<file path="src/rtl/seven_seg_scan_ctrl_if.sv">
// Bundle between the voltage calculator (data side) and the front-panel
// display pins, shared by the scan controller and whatever drives it.
interface seven_seg_scan_ctrl_if #(
  parameter int NUM_DIGITS = 4
);
  logic [4*NUM_DIGITS-1:0] digit_data;
  logic [NUM_DIGITS-1:0]   dp_mask;
  logic                    blank_lz;
  logic                    hold;
  logic                    upd_req;
  logic [NUM_DIGITS-1:0]   en;
  logic [6:0]              svn_conf;
  logic                    DP;

  modport master (
    output digit_data, dp_mask, blank_lz, hold,
    input  upd_req, en, svn_conf, DP
  );

  modport slave (
    input  digit_data, dp_mask, blank_lz, hold,
    output upd_req, en, svn_conf, DP
  );
endinterface

</file>
<file path="src/rtl/seven_seg_scan_ctrl.sv">
// Multiplexed active-low 7-segment driver: slot scanning with anti-ghost
// blanking, periodic data snapshots, hold mode and leading-zero blanking.
module seven_seg_scan_ctrl #(
  parameter int NUM_DIGITS = 4,
  parameter int SCAN_DIV   = 48000,
  parameter int BLANK_CYC  = 600,
  parameter int UPDATE_DIV = 6000000
) (
  input  logic                  clk,
  input  logic                  rst,
  seven_seg_scan_ctrl_if.slave  bus
);

  localparam int SCAN_W = $clog2(SCAN_DIV);
  localparam int UPD_W  = $clog2(UPDATE_DIV);
  localparam int IDX_W  = $clog2(NUM_DIGITS);

  localparam logic [SCAN_W-1:0] SCAN_LAST = SCAN_W'(SCAN_DIV - 1);
  localparam logic [SCAN_W-1:0] BLANK_END = SCAN_W'(BLANK_CYC);
  localparam logic [UPD_W-1:0]  UPD_LAST  = UPD_W'(UPDATE_DIV - 1);
  localparam logic [IDX_W-1:0]  IDX_LAST  = IDX_W'(NUM_DIGITS - 1);

  logic [SCAN_W-1:0]       scan_cnt_q, scan_cnt_d;
  logic [IDX_W-1:0]        idx_q,      idx_d;
  logic [UPD_W-1:0]        upd_cnt_q,  upd_cnt_d;
  logic [4*NUM_DIGITS-1:0] data_snap_q, data_snap_d;
  logic [NUM_DIGITS-1:0]   dp_snap_q,  dp_snap_d;
  logic                    upd_req_q,  upd_req_d;
  logic [NUM_DIGITS-1:0]   en_q,       en_d;
  logic [6:0]              svn_q,      svn_d;
  logic                    dp_q,       dp_d;
  logic [NUM_DIGITS-1:0]   lz_blank;
  logic [3:0]              cur_digit;

  function automatic logic [6:0] hex_to_seg(input logic [3:0] h);
    case (h)
      4'h0: hex_to_seg = 7'h40;
      4'h1: hex_to_seg = 7'h79;
      4'h2: hex_to_seg = 7'h24;
      4'h3: hex_to_seg = 7'h30;
      4'h4: hex_to_seg = 7'h19;
      4'h5: hex_to_seg = 7'h12;
      4'h6: hex_to_seg = 7'h02;
      4'h7: hex_to_seg = 7'h78;
      4'h8: hex_to_seg = 7'h00;
      4'h9: hex_to_seg = 7'h10;
      4'hA: hex_to_seg = 7'h08;
      4'hB: hex_to_seg = 7'h03;
      4'hC: hex_to_seg = 7'h46;
      4'hD: hex_to_seg = 7'h21;
      4'hE: hex_to_seg = 7'h06;
      4'hF: hex_to_seg = 7'h0E;
    endcase
  endfunction

  // Scan slot / digit index and snapshot timing.
  always_comb begin
    // NOTE: every output gets a default first so no path leaves it unassigned (no latch).
    scan_cnt_d  = scan_cnt_q + 1'b1;
    idx_d       = idx_q;
    upd_cnt_d   = upd_cnt_q + 1'b1;
    data_snap_d = data_snap_q;
    dp_snap_d   = dp_snap_q;
    upd_req_d   = 1'b0;

    if (scan_cnt_q == SCAN_LAST) begin
      scan_cnt_d = '0;
      idx_d      = (idx_q == IDX_LAST) ? '0 : idx_q + 1'b1;
    end

    if (upd_cnt_q == UPD_LAST) begin
      upd_cnt_d = '0;
      if (!bus.hold) begin
        data_snap_d = bus.digit_data;
        dp_snap_d   = bus.dp_mask;
        upd_req_d   = 1'b1;
      end
    end
  end

  // Pin values for the next cycle; blank_lz is used live, the data is not.
  always_comb begin : pin_decode
    logic lz_run;
    lz_run   = bus.blank_lz;
    lz_blank = '0;
    for (int i = 0; i < NUM_DIGITS - 1; i++) begin
      lz_run      = lz_run & (data_snap_q[4*i +: 4] == 4'h0) & ~dp_snap_q[i];
      lz_blank[i] = lz_run;
    end

    cur_digit = data_snap_q[{idx_q, 2'b00} +: 4];
    en_d      = '1;
    svn_d     = 7'h7F;
    dp_d      = 1'b1;

    if (scan_cnt_q >= BLANK_END) begin
      en_d[idx_q] = 1'b0;
      svn_d       = lz_blank[idx_q] ? 7'h7F : hex_to_seg(cur_digit);
      dp_d        = ~dp_snap_q[idx_q];
    end
  end

  always_ff @(posedge clk) begin
    // NOTE: non-blocking assignments so every flop samples pre-edge values.
    if (rst) begin
      scan_cnt_q  <= '0;
      idx_q       <= '0;
      upd_cnt_q   <= '0;
      // NOTE: the snapshot registers are cleared too, so a fresh panel shows
      // defined (zero) data until the first snapshot instead of junk.
      data_snap_q <= '0;
      dp_snap_q   <= '0;
      upd_req_q   <= 1'b0;
      en_q        <= '1;
      svn_q       <= 7'h7F;
      dp_q        <= 1'b1;
    end else begin
      scan_cnt_q  <= scan_cnt_d;
      idx_q       <= idx_d;
      upd_cnt_q   <= upd_cnt_d;
      data_snap_q <= data_snap_d;
      dp_snap_q   <= dp_snap_d;
      upd_req_q   <= upd_req_d;
      en_q        <= en_d;
      svn_q       <= svn_d;
      dp_q        <= dp_d;
    end
  end

  assign bus.upd_req  = upd_req_q;
  assign bus.en       = en_q;
  assign bus.svn_conf = svn_q;
  assign bus.DP       = dp_q;

endmodule

</file>
<file path="src/flat_wrapper.sv">
// flat-port wrapper written by rule: the top's interface ports become plain ports
module seven_seg_scan_ctrl_flat 
#(
  parameter int NUM_DIGITS = 4,
  parameter int SCAN_DIV   = 48000,
  parameter int BLANK_CYC  = 600,
  parameter int UPDATE_DIV = 6000000
)
  (clk, rst, bus_digit_data, bus_dp_mask, bus_blank_lz, bus_hold, bus_upd_req, bus_en, bus_svn_conf, bus_DP);
  seven_seg_scan_ctrl_if #(.NUM_DIGITS(NUM_DIGITS)) bus_i ();
  input  logic clk;
  input  logic rst;
  input wire logic [$bits(bus_i.digit_data)-1:0] bus_digit_data;
  input wire logic [$bits(bus_i.dp_mask)-1:0] bus_dp_mask;
  input wire logic [$bits(bus_i.blank_lz)-1:0] bus_blank_lz;
  input wire logic [$bits(bus_i.hold)-1:0] bus_hold;
  output wire logic [$bits(bus_i.upd_req)-1:0] bus_upd_req;
  output wire logic [$bits(bus_i.en)-1:0] bus_en;
  output wire logic [$bits(bus_i.svn_conf)-1:0] bus_svn_conf;
  output wire logic [$bits(bus_i.DP)-1:0] bus_DP;
  assign bus_i.digit_data = bus_digit_data;
  assign bus_i.dp_mask = bus_dp_mask;
  assign bus_i.blank_lz = bus_blank_lz;
  assign bus_i.hold = bus_hold;
  assign bus_upd_req = bus_i.upd_req;
  assign bus_en = bus_i.en;
  assign bus_svn_conf = bus_i.svn_conf;
  assign bus_DP = bus_i.DP;
  seven_seg_scan_ctrl #(.NUM_DIGITS(NUM_DIGITS), .SCAN_DIV(SCAN_DIV), .BLANK_CYC(BLANK_CYC), .UPDATE_DIV(UPDATE_DIV)) u_core (.clk(clk), .rst(rst), .bus(bus_i));
endmodule
</file>
<file path="config.mk">
export PLATFORM = sky130hd
export DESIGN_NAME = seven_seg_scan_ctrl_flat
export DESIGN_NICKNAME = d
export VERILOG_FILES = /design/src/rtl/seven_seg_scan_ctrl_if.sv /design/src/rtl/seven_seg_scan_ctrl.sv /design/src/flat_wrapper.sv
export SDC_FILE = /design/constraint.sdc
export NUM_CORES = 1
export LEC_CHECK = 0
export CORE_ASPECT_RATIO = 1.2
export CORE_MARGIN = 5
export CORE_UTILIZATION = 51
export CTS_CLUSTER_SIZE = 28
export DETAILED_ROUTE_END_ITERATION = 10
export GPL_ROUTABILITY_DRIVEN = 0
export HOLD_SLACK_MARGIN = 0.1
export PLACE_DENSITY = 0.75
export SLEW_MARGIN = 5
export SYNTH_ARGS = -nofsm -noshare
export SYNTH_HDL_FRONTEND = slang
export SYNTH_SLANG_ARGS = --single-unit
export TNS_END_PERCENT = 50
</file>
<file path="constraint.sdc">
create_clock -name clk -period 2 [get_ports clk]
set_input_delay 0.3 -clock clk [delete_from_list [all_inputs] [get_ports clk]]
set_output_delay 0.3 -clock clk [all_outputs]
set_load 0.05 [all_outputs]
</file>
After elaboration in Yosys (flattened, before gate mapping)
Memories as Yosys holds them, arrays and structs flattened. A register that Yosys moved wholly into a read port is not among the register bits.
Index checks and enable logic that the tools add are counted.
{ "totals": {"ff_bits": 67, "mem_bits_ro": 112, "in_bits": 24, "wordCells": 51, "memories": 1} }
{ "memory_table": {"columns": ["memory", "words", "word_bits", "rd", "rd_clocked_by_memory_dff", "write_ports", "line_no", "rtl"], "rows": [
  ["(no name shown)", 16, 7, 1, 1, 0, "seven_seg_scan_ctrl.sv:36", "case (h)"]
]} }
{ "op_classes": {"n_addsub": 3, "order_cmp": 3, "n_eq_ne": 3, "shift": 1, "n_mux": 8, "bitwise": 14, "n_reduce_logical": 10} }
{ "op_table": {"columns": ["operator", "count"], "rows": [
  ["$add 23x1->23 const B", 1],
  ["$eq 23x23->1 const B", 1],
  ["$add 16x1->16 const B", 1],
  ["$eq 16x16->1 const B", 1],
  ["$ge 16x10->1 const B", 1],
  ["$shiftx 16x5->4", 1],
  ["$logic_not 4->1", 3],
  ["$reduce_or 2->1", 4],
  ["$not 1->1", 7],
  ["$and 1x1->1", 6],
  ["$bmux 1 s2", 2],
  ["$mux 1", 4],
  ["$not 4->4", 1],
  ["$lt 2x3->1 const B", 1],
  ["$reduce_or 3->1", 1],
  ["$add 2x1->2 const B", 1],
  ["$demux 1 s2", 1],
  ["$eq 2x2->1 const B", 1],
  ["$ge 2x1->1 const B", 1],
  ["$mux 2", 1],
  ["$reduce_and 2->1", 1],
  ["$logic_and 1x1->1", 1]
]} }

Depth between registers and ports, before layout
Gate-level depths: netlist (run 1).
{ "depth": {"word_depth": 10, "mapped_depth": 8, "depth_no_buf": 7} }

Worst setup path before layout (run 1)
OpenSTA, ideal clock, no wires.
{ "synth_path": {"path_type": "register to register", "start": "register u_core.idx_q[0]", "end": "register u_core.svn_q[5], in the netlist u_core.bus.svn_conf[5]", "setup_ps": 137, "arrival_ps": 1774, "required_time_ps": 1863, "path_slack_ps": 89, "path_stages_with_launch": 7, "period_less_slack_ps": 1911, "path_cell_list": "dfxtp_1 buf_6 mux4_2 ha_1 mux2_2 a21oi_1 nand3_1"} }
{ "synth_via": {"elab_chain_cells": 3} }
{ "synth_lines": {"columns": ["item", "line_no", "rtl"], "rows": [
  ["start, declared", "seven_seg_scan_ctrl.sv:24", "logic [IDX_W-1:0] idx_q, idx_d;"],
  ["start signal, assigned", "seven_seg_scan_ctrl.sv:119", "idx_q <= idx_d;"],
  ["parallel branches: the longest is 3 deep, another holds $shiftx 16x5->4", null, null],
  ["end, declared", "seven_seg_scan_ctrl.sv:30", "logic [6:0] svn_q, svn_d;"]
]} }
Several ways; the timed one is not identified. The select of a mux whose other input is x is not followed.
A chain may end at the register's enable or synchronous reset.

Final worst setup path (run 1)
{ "layout_path": {"start": "register u_core.idx_q[0]", "end": "register u_core.svn_q[6], in the netlist u_core.bus.svn_conf[6]"} }
The elaborated chain is that of the path after synthesis.

==> qor.csv, run 1 <==
stage;metric;value;unit
logic_synthesis;syn_area;0.00351;sq mm
logic_synthesis;yosysUniqueCellTypes;49;
timing;period_share;94.7;%
worst_setup_path;crit_fanout;5;
layout;multi_input_area;0.00185;sq mm
logic_synthesis;ys_top_cells_by_count;dfxtp_1, nand3_1, a21oi_1;
placement;hpwl;5580;microns
power;p_int;0.00225;W
power;swShare;21.9;%
worst_setup_path;critPathKind;flip-flop to flip-flop;
routing;wirelength;7770;microns
layout;drive_gt1_share;12.0;%
power;vdd_drop_max;0.424;mV
logic_synthesis;synth_ff_type;dfxtp_1;
logic_synthesis;async_reset_ff_share;0;%
clock_tree;cts.sinks;74;
layout;fin_nets;474;
worst_setup_path;worstSetupStartpointType;flip-flop;
clock_tree;clockBufferDepth;2;
routing;via_per_inst;5.61;
clock_tree;cts_tree;built;
global_routing;antenna_found_initial;0;
clock_tree;cts_buffers;9;
run_status;outcome;completed;
timing;fin_crit;1.89;ns
routing;drc;0;
routing;vias;2967;
power;switchingPower;0.000628;W
power;p_comb_share;3.6;%
die;die_area;0.00865;sq mm
clock_tree;holdBufCountCts;0;
layout;seq_area;0.00148;sq mm
power;clkPwrFrac;44.5;%
power;leakage;1.43;nW
power;share_seq_of_total_power;51.9;%
routing;drt-initial-drc-count;166;
global_routing;globalRouteTotalUtil;18.9;%
routing;first_pass_iters;4;
worst_setup_path;worstPathArrival;2.11;ns
logic_synthesis;ys_seq_area_share;42.2;%
clock_tree;worstSkewPairLatency;0.35;ns
timing;fmax;0.528;GHz
routing;detail_route.wl_per_cell;14.7;microns
die;chipHeight;101;microns
timing;setup_viol;0;
die;placementRows;33;
global_routing;grt_max_degree;25;
timing;maxSlewHeadroom;63.0;%
logic_synthesis;synthCells;397;
clock_tree;htree_levels;3;
logic_synthesis;ys_top_cells_by_area;dfxtp_1, nand3_1, a21oi_1;
placement;numPortBuffers;36;
min_path;hp-class;flip-flop to flip-flop;
worst_setup_path;crit_required;2.21;ns
run;maxCapViolations;0;
timing;tightest_slew;0.551;ns
logic_synthesis;syn-num-nets;434;
logic_synthesis;syn_area_per_cell;8.84;sq um
routing;ant_nets;0;
die;coreArea;0.00677;sq mm
logic_synthesis;yosys.area.top_type;dfxtp_1;
timing;timing.final.hold_violations;0;
timing;fin_skew;0.0136;ns
power;p_per_area;680;mW/mm^2
logic_synthesis;yosysMostFrequentCell;dfxtp_1;
clock_tree;clk_pin_slew;0.08;ns
timing;hold_slack;0.457;ns
timing;rsz0062_at_grt;false;
logic_synthesis;synth_edf_count;0;
clock_tree;cts_root_buf;clkbuf_8;
logic_synthesis;yosysWarnings;0;
layout;finalInstanceArea;0.00422;sq mm
global_routing;grt_pass1_vias;2905;
timing;tns;0;ns
placement;placed_area;0.00400;sq mm
worst_setup_path;crit_path_end_kind;flip-flop;
clock_tree;post-cts-setup-buffers;0;
die;io_pins;37;
die;start_util;51.8;%
die;die_x;85.7;microns
timing;drv_slew;0;
layout;area_growth;20.3;%
logic_synthesis;ys_seq_elements;74;
logic_synthesis;netlist.area_leader.share;42.2;%
layout;diodes;0;
global_routing;gr-total-overflow;0;
global_routing;grt_pass1_wl;13100;microns
layout;nFillCells;601;
[path summary, 6_finish.rpt]
path	start	endpoint	slack [ns]	cells past startpoint
setup / recovery	u_core.idx_q[0]$_SDFFE_PP0P_	u_core.bus.svn_conf[6]$_SDFF_PP1_	0.11	5
setup reg to reg	u_core.idx_q[0]$_SDFFE_PP0P_	u_core.bus.svn_conf[6]$_SDFF_PP1_	0.11	5
hold / removal	u_core.upd_cnt_q[0]$_SDFF_PP0_	u_core.upd_cnt_q[0]$_SDFF_PP0_	0.46	1
hold reg to reg	u_core.upd_cnt_q[0]$_SDFF_PP0_	u_core.upd_cnt_q[0]$_SDFF_PP0_	0.46	1
[layout make-up]
class	instances	share of cell area, %
timing repair buffer	53	11.8
clock inverter	6	2.16
multi-input combinational	281	43.7
inverter	18	1.60
clock buffer	10	3.02
tap	87	2.58
sequential	74	35.1
[per-layer routing]
metal | part of all wire [%] | wire length, microns | GRT usage [%]
met1 | 43 | 3310 | 21.7
met2 | 51 | 4000 | 33.2
met3 | 3.4 | 263 | 3.27
met4 | 2.7 | 207 | 9.87
met5 | 0 | 0 | 0
[registers in the layout, indices dropped and copies added, names as in the netlist]
name                 cells
u_core.dp_snap_q         4
u_core.bus.svn_conf      7
u_core.idx_q             2
u_core.bus.DP            1
u_core.bus.upd_req       1
u_core.upd_cnt_q        23
u_core.bus.en            4
u_core.scan_cnt_q       16
u_core.data_snap_q      16
[cell usage in the layout (no fill, tap or decap), types with 6 or more instances in the layout]
master	instances
a21oi_1	34
and3_1	8
and4_1	6
buf_4	16
clkbuf_8	9
clkdlybuf4s50_1	36
dfxtp_1	73
ha_1	12
inv_1	16
nand2_1	17
nand3_1	37
nand4_1	13
nor2_1	33
nor3_1	6
nor4_1	7
o21ai_0	30
or3_1	7
xnor2_1	14
xor2_1	12
[kinds of logic after synthesis]
| logic type | count (synthesis) | share of synthesized area [%] |
|---|---|---|
| buffers and inverters | 42 | 5.31 |
| AO/OA/AOI/OAI | 79 | 12.9 |
| AND/OR/NAND/NOR | 153 | 23.7 |
| multiplexers | 10 | 4.70 |
| adder cells (fa/ha/maj) | 13 | 4.63 |
| XOR/XNOR | 26 | 6.49 |
| flip-flops | 74 | 42.2 |
[metrics by stage]
stage	util, %	total power [W]	cells	setup WS [ns]
after global placement	59.1	0.00163	513	0.0584
after detailed placement	59.1	0.00163	513	0.00658
after CTS	62.3	0.00289	529	0.0657
after global routing	62.4	0.00296	529	0.00387
final	62.4	0.00287	529	0.105
after floorplan	-	0.00157	397	0.0888
[power groups by stage]
stage | clock network (W) | logic [W] | registers [W]
after floorplan | 0 | 0.0000433 | 0.00152
after global placement | 0 | 0.000102 | 0.00153
after detailed placement | 0 | 0.000104 | 0.00153
after CTS | 0.00130 | 0.000105 | 0.00149
after global routing | 0.00136 | 0.000115 | 0.00149
final | 0.00128 | 0.000104 | 0.00149
[critical path, cell delays in order, from the launching register on]
cell and delay [ns]:
dfxtp_2 0.40, mux4_2 0.59, ha_1 0.27, mux2_2 0.27
a22oi_1 0.14, nand3_1 0.09
[repair_timing]
action                                  CTS  global route
pin swaps                                 0             0
gates cloned                              0             0
resized for setup                         1             3
endpoints found under the setup margin    2             3
Power figures use the tool's default switching activity.
==> run 2: changes to the inputs <==
--- a/config.mk
+++ b/config.mk
@@ -7,12 +7,13 @@
 export LEC_CHECK = 0
 export CORE_ASPECT_RATIO = 1.2
 export CORE_MARGIN = 5
-export CORE_UTILIZATION = 51
+export CORE_UTILIZATION = 53
+export CTS_BUF_LIST = sky130_fd_sc_hd__clkbuf_8
 export CTS_CLUSTER_SIZE = 28
 export DETAILED_ROUTE_END_ITERATION = 10
 export GPL_ROUTABILITY_DRIVEN = 0
 export HOLD_SLACK_MARGIN = 0.1
-export PLACE_DENSITY = 0.75
+export PLACE_DENSITY = 0.86
 export SLEW_MARGIN = 5
 export SYNTH_ARGS = -nofsm -noshare
 export SYNTH_HDL_FRONTEND = slang
==> run 2 against run 1 <==
Effect of this change: clock-buffer cell count is the same; sequential power is essentially flat; hold slack lost 0.0018 ns; power grew 0.78%; largest cell class unchanged; die area shrank 3.4%; wire length grew 8.4%; largest power group unchanged; register-to-register slack lost 0.06 ns; clock skew grew 0.0012 ns.
==> qor.csv, run 2 (synthesized netlist as in run 1, its figures left out) <==
stage;metric;value;unit
timing;fmax;0.511;GHz
power;clkPwrFrac;44.9;%
layout;nFillCells;508;
timing;hold_slack;0.455;ns
global_routing;antenna_found_initial;0;
die;die_x;84.3;microns
placement;placed_cells;512;
timing;drv_slew;0;
die;die_area;0.00836;sq mm
worst_setup_path;crit_required;2.22;ns
clock_tree;cts_buffers;9;
worst_setup_path;worstSetupStartpointType;flip-flop;
global_routing;grt_pass1_wl;13600;microns
worst_setup_path;crit_fanout;5;
placement;placed_area;0.00401;sq mm
clock_tree;clockBufferDepth;2;
worst_setup_path;crit_path_end_kind;flip-flop;
power;vdd_drop_max;0.525;mV
routing;drt-initial-drc-count;280;
worst_setup_path;critPathKind;flip-flop to flip-flop;
clock_tree;clk_pin_slew;0.09;ns
global_routing;gr-total-overflow;0;
global_routing;grt_pass1_vias;2960;
worst_setup_path;r2r_start;u_core.idx_q[0]$_SDFFE_PP0P_;
routing;drc;0;
layout;finalInstanceArea;0.00426;sq mm
clock_tree;htree_levels;3;
layout;reg_top3;u_core.upd_cnt_q: 23 flops, u_core.data_snap_q: 16 flops, u_core.scan_cnt_q: 16 flops;
power;leakage;1.46;nW
layout;mostFrequentLayoutCell;dfxtp_1;
timing;period_share;97.9;%
power;p_per_area;679;mW/mm^2
routing;vias;3144;
min_path;hp-class;flip-flop to flip-flop;
layout;top_register;u_core.upd_cnt_q;
worst_setup_path;worstPathArrival;2.18;ns
die;chipHeight;99.2;microns
routing;via_per_inst;5.92;
timing;tightest_slew;0.574;ns
routing;wirelength;8420;microns
power;switchingPower;0.000617;W
layout;area_growth;21.4;%
timing;setup_ws;0.0424;ns
timing;setup_viol;0;
placement;numPortBuffers;36;
layout;drive_gt1_share;13.0;%
die;coreArea;0.00645;sq mm
min_path;min-delay-start;u_core.upd_cnt_q[0]$_SDFF_PP0_;
routing;detail_route.wl_per_cell;15.9;microns
placement;hpwl;5660;microns
placement;dp_slack;-0.00441;ns
clock_tree;cts_root_buf;clkbuf_8;
timing;timing.final.hold_violations;0;
worst_setup_path;r2r_setup_slack;0.04;ns
global_routing;grt_max_degree;23;
clock_tree;cts.sinks;74;
layout;final_cells;531;
min_path;whs_endpoint;u_core.upd_cnt_q[0]$_SDFF_PP0_;
power;share_seq_of_total_power;51.5;%
die;start_util;54.5;%
layout;mostFrequentLayoutCells;dfxtp_1, nand3_1, clkdlybuf4s50_1, a21oi_1, nor2_1;
die;placementRows;32;
routing;first_pass_iters;5;
power;swShare;21.3;%
run;maxCapViolations;0;
layout;diodes;0;
power;p_int;0.00228;W
power;p_comb_share;3.6;%
timing;fin_crit;1.96;ns
clock_tree;cts_tree;built;
timing;maxSlewHeadroom;61.2;%
clock_tree;holdBufCountCts;0;
run_status;outcome;completed;
layout;fin_util;66.1;%
worst_setup_path;reg2regPathDepth;5;
routing;ant_nets;0;
min_path;hold_depth;1;
timing;fin_skew;0.0148;ns
layout;largest_reg_flops;23;
global_routing;globalRouteTotalUtil;20.0;%
worst_setup_path;r2r-end;u_core.bus.svn_conf[5]$_SDFF_PP1_;
layout;fin_nets;478;
die;io_pins;37;
clock_tree;worstSkewPairLatency;0.35;ns
## run 2: cell count changes in the layout (fill, tap and decap cells not counted), sizes merged
cell      delta
buf          +4
clkinvlp     -2
clkinv       +2
## run 2: worst max path at each step
stage	start	endpoint	slack [ns]	cells past startpoint
floorplan	u_core.idx_q[0]$_SDFFE_PP0P_	u_core.bus.svn_conf[5]$_SDFF_PP1_	0.09	6
CTS	u_core.idx_q[0]$_SDFFE_PP0P_	u_core.bus.svn_conf[5]$_SDFF_PP1_	0.004	5
detailed placement	u_core.idx_q[0]$_SDFFE_PP0P_	u_core.bus.svn_conf[5]$_SDFF_PP1_	-0.004	5
finish	u_core.idx_q[0]$_SDFFE_PP0P_	u_core.bus.svn_conf[5]$_SDFF_PP1_	0.04	5
global placement	u_core.idx_q[0]$_SDFFE_PP0P_	u_core.bus.svn_conf[5]$_SDFF_PP1_	0.07	5
global route	u_core.idx_q[0]$_SDFFE_PP0P_	u_core.bus.svn_conf[1]$_SDFF_PP1_	-0.03	7
## run 2: final cells by class
type	count	area [sq um]	area share (%)
Sequential cell	74	1490	34.8
Multi-Input combinational cell	281	1850	43.3
Tap cell	85	106	2.49
Clock buffer	10	138	3.23
Timing Repair Buffer	57	531	12.4
Inverter	18	67.6	1.58
Clock inverter	6	90.1	2.11
## run 2: what timing repair did
action	CTS	global route
pin swaps	0	1
resized for setup	1	4
endpoints found under the setup margin	4	4
setup buffers	1	2
cloned	0	0
## run 2: metrics by stage
step,setup TNS (ns),total power (W)
after CTS,0,0.00291
after global routing,-0.0419,0.00299
after floorplan,0,0.00157
after global placement,0,0.00163
after detailed placement,-0.00441,0.00163
final,0,0.00290
## run 2: routing by layer
metal | global-route usage [%] | vias to the layer above | wire [microns] | share of wire, %
met1 | 23.2 | 1476 | 3460 | 41
met5 | 0 | - | 0 | 0
met2 | 34.4 | 124 | 4180 | 50
met3 | 3.31 | 35 | 406 | 4.8
met4 | 12.5 | 0 | 375 | 4.5
li1 | - | 1509 | - | -
## run 2: critical path, cell delays in order, from the launching register on
cell     delay, ns
dfxtp_4       0.39
mux4_2        0.60
ha_1          0.28
mux2_2        0.27
a21oi_1       0.18
nand3_1       0.10
## run 2: power groups by stage
stage	clock [W]	sequential, W	combinational [W]
6_report	0.00130	0.00149	0.000106
5_1_grt	0.00138	0.00149	0.000116
4_1_cts	0.00131	0.00149	0.000105
3_5_place_dp	0	0.00153	0.000104
3_3_place_gp	0	0.00153	0.000103
2_1_floorplan	0	0.00152	0.0000433
